`src/rtl/store_rr_arbiter.sv`:
```
// Round-robin arbiter in front of a shared negedge-capturing state store.
// One requester at a time gets its word driven onto store_din, the stored
// value is read back one cycle later and returned with an ack pulse, and
// priority then rotates past the winner.
// Optional build: define STORE_ARB_FIXED_PRIO_EN for fixed priority
// (lowest set req index wins, the priority pointer stays at 0).
module store_rr_arbiter #(
  parameter int unsigned N_REQ  = 4,
  parameter int unsigned DATA_W = 32
) (
  input  logic                      clk,
  input  logic                      rst,
  input  logic [N_REQ-1:0]          req,
  input  logic [N_REQ*DATA_W-1:0]   req_data,
  output logic [N_REQ-1:0]          grant,
  output logic [N_REQ-1:0]          ack,
  output logic [DATA_W-1:0]         rdata,
  output logic [DATA_W-1:0]         store_din,
  input  logic [DATA_W-1:0]         store_dout,
  output logic                      store_we,
  output logic                      busy
);

  localparam int unsigned PtrW = $clog2(N_REQ);
  localparam logic [PtrW-1:0] PtrMax = PtrW'(N_REQ - 1);

  typedef enum logic [1:0] {
    StIdle,
    StWrite,
    StAck
  } state_e;

  state_e            state_q;
  logic [PtrW-1:0]   ptr_q;
  logic [PtrW-1:0]   win_q;

  logic [PtrW-1:0]   win_idx;
  logic              win_found;
  logic [PtrW-1:0]   cand_idx;
  int unsigned       cand;

  // Winner search: first set req bit starting at ptr, wrapping explicitly
  // so that non-power-of-two N_REQ never indexes past the last requester.
  always_comb begin
    win_found = 1'b0;
    win_idx   = '0;
    cand      = 0;
    cand_idx  = '0;
    for (int unsigned off = 0; off < N_REQ; off++) begin
      cand = 32'(ptr_q) + off;
      if (cand >= N_REQ) begin
        cand = cand - N_REQ;
      end
      cand_idx = PtrW'(cand);
      if (!win_found && req[cand_idx]) begin
        win_found = 1'b1;
        win_idx   = cand_idx;
      end
    end
  end

  // Transaction FSM with registered outputs; store_din only moves on entry
  // to WRITE (or reset) so the store keeps re-capturing the last word.
  always_ff @(posedge clk) begin
    if (rst) begin
      state_q   <= StIdle;
      ptr_q     <= '0;
      win_q     <= '0;
      grant     <= '0;
      ack       <= '0;
      rdata     <= '0;
      store_din <= '0;
      store_we  <= 1'b0;
      busy      <= 1'b0;
    end else begin
      unique case (state_q)
        StIdle: begin
          if (win_found) begin
            win_q          <= win_idx;
            grant          <= '0;
            grant[win_idx] <= 1'b1;
            store_din      <= req_data[32'(win_idx)*DATA_W +: DATA_W];
            store_we       <= 1'b1;
            busy           <= 1'b1;
            state_q        <= StWrite;
          end
        end
        StWrite: begin
          // The store captured store_din on the falling edge of this cycle.
          rdata      <= store_dout;
          ack        <= '0;
          ack[win_q] <= 1'b1;
          store_we   <= 1'b0;
          state_q    <= StAck;
        end
        StAck: begin
          ack   <= '0;
          grant <= '0;
          busy  <= 1'b0;
`ifdef STORE_ARB_FIXED_PRIO_EN
          ptr_q <= '0;
`else
          if (win_q == PtrMax) begin
            ptr_q <= '0;
          end else begin
            ptr_q <= win_q + 1'b1;
          end
`endif
          state_q <= StIdle;
        end
        default: begin
          state_q <= StIdle;
        end
      endcase
    end
  end

endmodule

```
`config.mk`:
```
export PLATFORM = sky130hd
export DESIGN_NAME = store_rr_arbiter
export DESIGN_NICKNAME = d
export VERILOG_FILES = /design/src/rtl/store_rr_arbiter.sv
export SDC_FILE = /design/constraint.sdc
export NUM_CORES = 1
export LEC_CHECK = 0
export CAP_MARGIN = 10
export CORE_MARGIN = 4
export CORE_UTILIZATION = 29
export DETAILED_ROUTE_END_ITERATION = 8
export PLACE_DENSITY = 0.7
export SLEW_MARGIN = 20
export SYNTH_ARGS = -nofsm -noshare
export SYNTH_HDL_FRONTEND = slang
export SYNTH_SLANG_ARGS = --single-unit
```
`constraint.sdc`:
```
create_clock -name clk -period 2.7 [get_ports clk]
set_input_delay 0.54 -clock clk [delete_from_list [all_inputs] [get_ports clk]]
set_output_delay 0.54 -clock clk [all_outputs]
set_load 0.01 [all_outputs]
```
# After elaboration in Yosys (flattened, before gate mapping)
# Cells that the tools add are included.
# word_totals
inputBits	166
ff_bits	80
wordCells	82
output_inout_bits	74
# op_classes
add_sub_neg	8
n_eq_ne	4
mux	33
n_reduce_logical	15
n_shift	1
order_cmp	12
# ops
op	count
128-bit by 8-bit indexed part select with 32-bit output	1
2-bit 2-to-1 mux	10
2-bit by 3-bit < comparator with 1-bit output (second input constant)	6
4-bit case mux with 2 select lines	2
1-bit 2-to-1 mux	11
3-bit >= comparator (second input constant)	3
1-bit binary-select mux with 2-bit select	4
2-bit by 1-bit subtractor with 2-bit output (second input constant)	4
2-bit by 2-bit adder with 3-bit output (second input constant)	2
2-bit AND reduction	3
2-bit nonzero test	3
1-bit logical AND	5
1-bit demux with 2-bit select	2
2-bit == test (second input constant)	2
2-bit by 1-bit >= comparator with 1-bit output (second input constant)	2
4-bit 2-to-1 mux	1
1-bit case mux with 2 select lines	2
2-bit case mux with 2 select lines	1
2-bit by 1-bit adder with 3-bit output (second input constant)	1
2-bit by 3-bit >= comparator with 1-bit output (second input constant)	1
1-bit logical NOT	3
2-bit by 1-bit adder with 2-bit output (second input constant)	1
2-bit by 1-bit == test with 1-bit output (second input constant)	1
2-bit logical NOT	1
2-bit != test (second input constant)	1

# Logic depth before layout (Yosys ltp)
# Gate-level depths: netlist of the first run.
# logic_depth
word_depth	20
depth_mapped	8
ltp_nobuf	6

# Least setup slack after synthesis of the first run
# OpenSTA, ideal clock, no wires.
# synth_timing
kind	input -> register
startpoint	input req[1]
endpoint	register store_din[10]
slack_ps	646
t_required_ps	2568
t_arrival_ps	1922
path_stages	7
path_cell_list	buf_2 > or3b_4 > o221ai_4 > buf_4 > mux2_2 > a21oi_1 > nor3_1
# synth_via
elab_chain_len	13
elab_cells_between_ends	24
cone_classes	shift: 1; mux: 16; reduce/logical: 7
# synth_rtl
item	line_no	rtl
from (decl)	13	input logic [N_REQ-1:0] req,
1-bit binary-select mux with 2-bit select	55	if (!win_found && req[cand_idx]) begin
1-bit 2-to-1 mux (implied by the code)	55	
1-bit 2-to-1 mux	55	
1-bit logical NOT	55	
1-bit logical AND	55	
1-bit 2-to-1 mux	55	
1-bit logical NOT	55	
1-bit logical AND	55	
1-bit 2-to-1 mux	55	
1-bit logical NOT	55	
1-bit logical AND	55	
2-bit 2-to-1 mux or 1-bit 2-to-1 mux (tied branches)	55	
128-bit by 8-bit indexed part select with 32-bit output or 2-bit AND reduction (tied branches)	--	
to (signal assigned)	82	store_din <= req_data[32'(win_idx)*DATA_W +: DATA_W];
to (decl)	18	output logic [DATA_W-1:0] store_din,
# Parallel ways exist; a longest one is shown, timed or not. The select of a mux whose other input is x is not followed.
# A chain may end at the register's enable or synchronous reset.

# Final worst setup path of the first run
# layout_timing
startpoint	input req[0]
endpoint	register store_din[31]
# Same word-level chain as after synthesis.

==> results of run 1 <==
[metrics by stage]
stage | power (W) | setup TNS [ns] | area (um^2)
global placement | 0.00257 | 0 | 6570
finish | 0.00373 | 0 | 6860
floorplan | 0.00197 | 0 | 4020
CTS | 0.00378 | 0 | 6860
detailed placement | 0.00260 | -0.0243 | 6570
global route | 0.00394 | 0 | 6860
[area by class of cell]
| class | instances | share of cell area [%] |
|---|---|---|
| Clock inverter | 3 | 0.219 |
| Inverter | 8 | 0.438 |
| Multi-Input combinational cell | 307 | 31.7 |
| Sequential cell | 80 | 23.4 |
| Tap cell | 176 | 3.21 |
| Clock buffer | 13 | 3.94 |
| Timing Repair Buffer | 255 | 37.1 |
[kinds of logic after synthesis]
kind of cell | count (synthesis)
buffers and inverters | 49
flip-flops | 80
AND/OR/NAND/NOR | 134
multiplexers | 70
AO/OA/AOI/OAI | 95
adder cells (fa/ha/maj) | 8
[synth_stat cells, types with 2 or more instances]
cell type  count
a211oi_1       3
a211oi_2       3
a21oi_1       40
a221o_1       26
a221oi_1       6
buf_2         13
buf_4          3
buf_6          4
clkbuf_1      19
dfxtp_1       80
ha_1           8
inv_1          8
mux2_1         7
mux2_2        19
mux2i_1       44
nand2_1        5
nand2b_1       2
nand3_1        4
nor2_1        78
nor2b_1        8
nor3_1        27
o21ai_0        4
o21bai_1       2
o221a_2        2
o32ai_1        3
or2_0          6
[sequential cells by signal (all words and copies together), names as in the netlist]
name and count:
grant 4, ptr_q 2, store_din 32, state_q 2, rdata 32, store_we 1, busy 1, ack 4
win_q 2
[cells in the final DEF, fill, tap and decap left out, drive strengths merged, types with 4 or more instances in the layout]
cell / Yosys / layout
nand2: 5 / 5
mux2: 26 / 26
nand3: 4 / 4
a21oi: 40 / 40
clkbuf: 19 / 13
ha: 8 / 8
a211oi: 6 / 6
nor2b: 8 / 8
or2: 7 / 7
nor3: 27 / 27
dfxtp: 80 / 80
inv: 8 / 8
mux2i: 44 / 44
nor2: 78 / 78
buf: 22 / 17
o21ai: 5 / 5
clkdlybuf4s50: 0 / 238
a221oi: 6 / 6
a221o: 26 / 26
[worst register-to-register path, cell delays in order, from the launching register on]
cell	delay [ns]
dfxtp_1	0.34
inv_1	0.12
ha_1	0.17
nor2b_2	0.84
buf_12	0.25
nor2_1	0.05
nor3_1	0.17
[worst min-delay path by stage]
stage,slack [ns],to,cells past startpoint,startpoint
finish,0.49,rdata[7],2,rdata[7]
floorplan,0.46,state_q[1],2,state_q[1]
global route,0.51,store_din[5],2,store_din[5]
detailed placement,0.48,rdata[10],2,rdata[10]
global placement,0.47,state_q[1],2,state_q[1]
CTS,0.50,store_din[0],2,store_din[0]
[where the power goes]
group,switching (W),internal [W]
clock,0.000465,0.000694
sequential,0.0000721,0.00131
combinational,0.000508,0.000684
[metal layers]
metal,wire length [um],global-route usage [%],vias up
met5,0,0,-
met4,270,6.12,0
met3,1350,6.56,21
met2,6970,31.0,191
met1,6100,20.5,1986
li1,-,-,2024
==> results.sh, run 1 <==
export IMPL_status="completed"
export IMPL_crit_cells=6
export IMPL_antenna_found_initial=0
export IMPL_vias=4222
export IMPL_viasPerCell=5.01
export IMPL_endpoint_kind="register"
export IMPL_syn_to_final_growth_pct=70.4
export IMPL_dpl_hpwl_um=10900
export IMPL_cp_slowest_stage_delay_ns=0.82
export IMPL_crit_required_ns=2.95
export IMPL_rsz0062_at_grt="no"
export IMPL_first_pass_iters=4
export IMPL_drc_errors=0
export IMPL_synth_compound_area_share_pct=17.9
export IMPL_routedWlPerCell_um=17.5
export IMPL_yosys_area_share_simple_pct=15.3
export IMPL_r2r_cells=6
export IMPL_hold_violations=0
export IMPL_port_buffers=239
export IMPL_period_needed_ns=2.33
export IMPL_worstMarginPinSlew_ns=1.04
export IMPL_synthDistinctLibCells=38
export IMPL_r2r_end="store_din[31]"
export IMPL_die_h_um=126
export IMPL_htreeDepth=3
export IMPL_critPathLaunchType="input port"
export IMPL_wirelength_um=14700
export IMPL_r2r_slack_ns=0.69
export IMPL_nFillCells=1235
export IMPL_root_buffer="clkbuf_16"
export IMPL_async_flop_share_pct=0
export IMPL_r2r_start="state_q[0]"
export IMPL_netlist_instances=436
export IMPL_setup_slack_ns=0.366
export IMPL_synth_largest_area_cell="dfxtp_1"
export IMPL_placementRows=42
export IMPL_relSlewSlack_pct=30.4
export IMPL_synth_edff_count=0
export IMPL_nets=835
export IMPL_grt_ovfl_total=0
export IMPL_seq_area_mm2=0.00160
export IMPL_cts_sinks=80
export IMPL_dp_slack_ns=-0.00974
export IMPL_critPathBufInv=2
export IMPL_first_global_vias=4439
export IMPL_path_cells="clkdlybuf4s50_1 > nor4_4 > nor2b_2 > buf_12 > nor2_1 > nor3_1"
export IMPL_fp_coreArea_mm2=0.0134
export IMPL_ys_seq_elements=80
export IMPL_cts_tree="done"
export IMPL_start_util_pct=30.0
export IMPL_die_area_mm2=0.0158
export IMPL_clkSlewWorstSetupHoldPaths_ns=0.06
export IMPL_grt_pass1_wl_um=22900
export IMPL_ys_seq_area_share_pct=39.8
export IMPL_setup_viol=0
export IMPL_endpoint="store_din[31]"
export IMPL_die_x_um=126
export IMPL_placedCellCount=826
export IMPL_synth_top_family_by_area="multiplexers"
export IMPL_drt_first_iter_violations=160
export IMPL_grt_start_max_net_pins=41
export IMPL_synth_area_mm2=0.00402
export IMPL_synth_xor_area_share_pct=0
export IMPL_slowest_stage="nor2b_2"
export IMPL_ir_drop_v=0.000295
export IMPL_powerDensity_mw_per_mm2=544
export IMPL_postSynthAreaPerCell_um2=9.23
export IMPL_synth_flop_cell="dfxtp_1"
export IMPL_place_congestion=0.926
export IMPL_drive_above_1_share_pct=9.31
export IMPL_grt_usage_pct=17.9
export IMPL_ant_nets=0
export IMPL_cp_startpoint="req[0]"
export IMPL_period_share_pct=86.5
export IMPL_fmax_mhz=428
export IMPL_critPathArrivalTime_ns=2.59
export IMPL_skew_ns=0.00686
export IMPL_slew_violations=0
export IMPL_yosys_area_share_adder_pct=2.49
export IMPL_crit_type="input port to register"
export IMPL_holdBufCountCts=0
export IMPL_cpLargestDelayFamily="simple AND/OR/NAND/NOR gates"
export IMPL_timing_hold_ws_ns=0.491
export IMPL_yosysTopAreaCellShare_pct=39.8
export IMPL_hold_path_class="register to register"
export IMPL_cts_buffers=9
export IMPL_ys_warn_count=0
export IMPL_critical_path_max_fanout=20
export IMPL_post_cts_buffers=0
export IMPL_utilization_pct=51.2
export IMPL_syn_nets=610
export IMPL_layoutNonFillerInstCount=842
export IMPL_drv_cap=0
export IMPL_diodes=0
export IMPL_io_pins=240
export IMPL_multi_input_area_mm2=0.00217
export IMPL_yosys_mux_area_fraction_pct=18.2
export IMPL_cts_resized=0
export IMPL_synth_area_leaders="dfxtp_1 40%, mux2i_1 11%, nor2_1 7.3%"
export IMPL_cts_path_max_buffers=2
export IMPL_p_leak_nw=2.63
export IMPL_clock_latency_ns=0.33
Note: power is estimated with default switching activity, not from simulation.
==> inputs of run 2 (changes only) <==
--- a/config.mk
+++ b/config.mk
@@ -6,10 +6,13 @@
 export NUM_CORES = 1
 export LEC_CHECK = 0
 export CAP_MARGIN = 10
+export CELL_PAD_IN_SITES_DETAIL_PLACEMENT = 1
+export CELL_PAD_IN_SITES_GLOBAL_PLACEMENT = 2
 export CORE_MARGIN = 4
-export CORE_UTILIZATION = 29
+export CORE_UTILIZATION = 20
+export CTS_CLUSTER_DIAMETER = 80
 export DETAILED_ROUTE_END_ITERATION = 8
-export PLACE_DENSITY = 0.7
+export PLACE_DENSITY = 0.84
 export SLEW_MARGIN = 20
 export SYNTH_ARGS = -nofsm -noshare
 export SYNTH_HDL_FRONTEND = slang
==> run 2 against run 1 <==
  * Combinational power about the same
  * Worst setup slack worse by 0.010 ns
  * Total power rose by 7.2%
  * Worst hold slack hardly changed
  * Sequential share of layout area shrank 0.63 points
  * Critical endpoint is now store_din[25]
==> results.sh, run 2 (synthesis gave the netlist of run 1 again) <==
export IMPL_skew_ns=0.00590
export IMPL_die_x_um=150
export IMPL_grt_start_max_net_pins=36
export IMPL_clkSlewWorstSetupHoldPaths_ns=0.06
export IMPL_grt_ovfl_total=0
export IMPL_fp_coreArea_mm2=0.0197
export IMPL_post_cts_buffers=0
export IMPL_timing_hold_ws_ns=0.491
export IMPL_placementRows=51
export IMPL_io_pins=240
export IMPL_die_area_mm2=0.0225
export IMPL_comb_power_share_pct=30.2
export IMPL_rsz0062_at_grt="no"
export IMPL_crit_required_ns=2.92
export IMPL_diodes=0
export IMPL_cts_tree="done"
export IMPL_critPathLaunchType="input port"
export IMPL_p_leak_nw=2.65
export IMPL_hold_violations=0
export IMPL_period_needed_ns=2.34
export IMPL_cp_slowest_stage_delay_ns=0.70
export IMPL_routedWlPerCell_um=17.7
export IMPL_cts_resized=0
export IMPL_crit_type="input port to register"
export IMPL_first_pass_iters=4
export IMPL_worstMarginPinSlew_ns=0.876
export IMPL_switching_share_pct=27.5
export IMPL_grt_pass1_wl_um=24500
export IMPL_p_switching_w=0.00110
export IMPL_antenna_found_initial=0
export IMPL_drv_cap=0
export IMPL_clock_latency_ns=0.33
export IMPL_p_seq_share_pct=34.6
export IMPL_period_share_pct=86.8
export IMPL_grt_usage_pct=13.9
export IMPL_first_global_vias=4492
export IMPL_drc_errors=0
export IMPL_drt_first_iter_violations=75
export IMPL_drive_above_1_share_pct=9.05
export IMPL_cpLargestDelayFamily="buffers and inverters"
export IMPL_largest_registers="rdata (32), store_din (32)"
export IMPL_layout_common_cells="238 x clkdlybuf4s50_1, 80 x dfxtp_1, 78 x nor2_1"
export IMPL_p_clk_share_pct=35.2
export IMPL_start_util_pct=20.5
export IMPL_slew_violations=0
export IMPL_cts_path_max_buffers=2
export IMPL_relSlewSlack_pct=41.5
export IMPL_die_h_um=150
export IMPL_vias=4180
export IMPL_critPathArrivalTime_ns=2.57
export IMPL_hold_path_class="register to register"
export IMPL_tns_ns=0
export IMPL_place_congestion=0.762
export IMPL_fmax_mhz=427
export IMPL_cts_sinks=80
export IMPL_dpl_hpwl_um=12700
export IMPL_htreeDepth=3
export IMPL_root_buffer="clkbuf_16"
export IMPL_ant_nets=0
export IMPL_endpoint_kind="register"
export IMPL_wirelength_um=16400
export IMPL_nets=832
export IMPL_p_int_w=0.00290
export IMPL_port_buffers=239
export IMPL_holdBufCountCts=0
export IMPL_syn_to_final_growth_pct=75.1
export IMPL_status="completed"
export IMPL_critical_path_max_fanout=33
export IMPL_cts_buffers=9
export IMPL_slowest_stage="clkdlybuf4s50_1"
export IMPL_viasPerCell=4.50
export IMPL_ir_drop_v=0.000275
export IMPL_final_common_cell="clkdlybuf4s50_1"
export IMPL_powerDensity_mw_per_mm2=567
export IMPL_setup_viol=0
export IMPL_path_cells="clkdlybuf4s50_1 > mux2i_1 > o221ai_4 > buf_12 > mux2_2 > a21oi_1 > nor3_1"
export IMPL_critPathBufInv=2
run 2: changes by cell type in the layout (fill, tap and decap cells not counted), sizes merged:
cell | previous run | this run
clkinv | 3 | 1
buf | 17 | 14
inv | 8 | 9
clkbuf | 13 | 9
bufinv | 0 | 3
clkinvlp | 0 | 2
run 2: power groups by stage:
stage | registers, W | clock network, W | logic (W)
6_report | 0.00138 | 0.00141 | 0.00121
5_1_grt | 0.00140 | 0.00152 | 0.00131
4_1_cts | 0.00138 | 0.00147 | 0.00123
2_1_floorplan | 0.00145 | 0 | 0.000526
3_3_place_gp | 0.00140 | 0 | 0.00120
3_5_place_dp | 0.00141 | 0 | 0.00122
run 2: per-layer routing:
metal,GRT usage [%],vias to the layer above,wire length [um]
met5,0,-,0
met4,4.03,0,273
met3,7.24,15,2060
met2,23.7,187,7760
met1,15.2,1972,6340
li1,-,2006,-
run 2: path summary, 6_finish.rpt:
path                    from            end  slack, ns  depth (start not counted)
setup reg to reg  state_q[0]  store_din[10]       0.61                          5
hold reg to reg   state_q[0]     state_q[0]       0.49                          2
hold / removal    state_q[0]     state_q[0]       0.49                          2
setup / recovery      req[0]  store_din[25]       0.36                          7
run 2: area by class of cell:
type                            count  area (um^2)
Clock inverter                      7          119
Inverter                            8         30.0
Clock buffer                        9          225
Sequential cell                    80         1600
Tap cell                          265          332
Timing Repair Buffer              252         2560
Fill cell                        2262        12600
Multi-Input combinational cell    307         2180
run 2: per-stage QoR:
step | total power [W] | std cells | area, um^2 | util, % | setup WS [ns]
floorplan | 0.00197 | 436 | 4020 | - | 0.646
finish | 0.00400 | 928 | 7050 | 35.9 | 0.356
global placement | 0.00260 | 912 | 6700 | 34.1 | 0.0855
global route | 0.00423 | 928 | 7050 | 35.9 | 0.247
detailed placement | 0.00263 | 912 | 6700 | 34.1 | 0.0172
CTS | 0.00408 | 928 | 7050 | 35.9 | 0.371
run 2: worst reg2reg max path, cell delays in order, from the launching register on:
cell	delay, ns
dfxtp_1	0.32
inv_1	0.10
ha_1	0.46
nor2b_4	0.82
nor2_1	0.10
nor3_1	0.21
==> inputs of run 3 (changes only) <==
--- a/config.mk
+++ b/config.mk
@@ -11,6 +11,7 @@
 export CORE_MARGIN = 4
 export CORE_UTILIZATION = 20
 export CTS_CLUSTER_DIAMETER = 80
+export CTS_CLUSTER_SIZE = 40
 export DETAILED_ROUTE_END_ITERATION = 8
 export PLACE_DENSITY = 0.84
 export SLEW_MARGIN = 20
==> results of run 3 <==
Same layout as run 2: the final DEF is identical, and so are final timing and power.
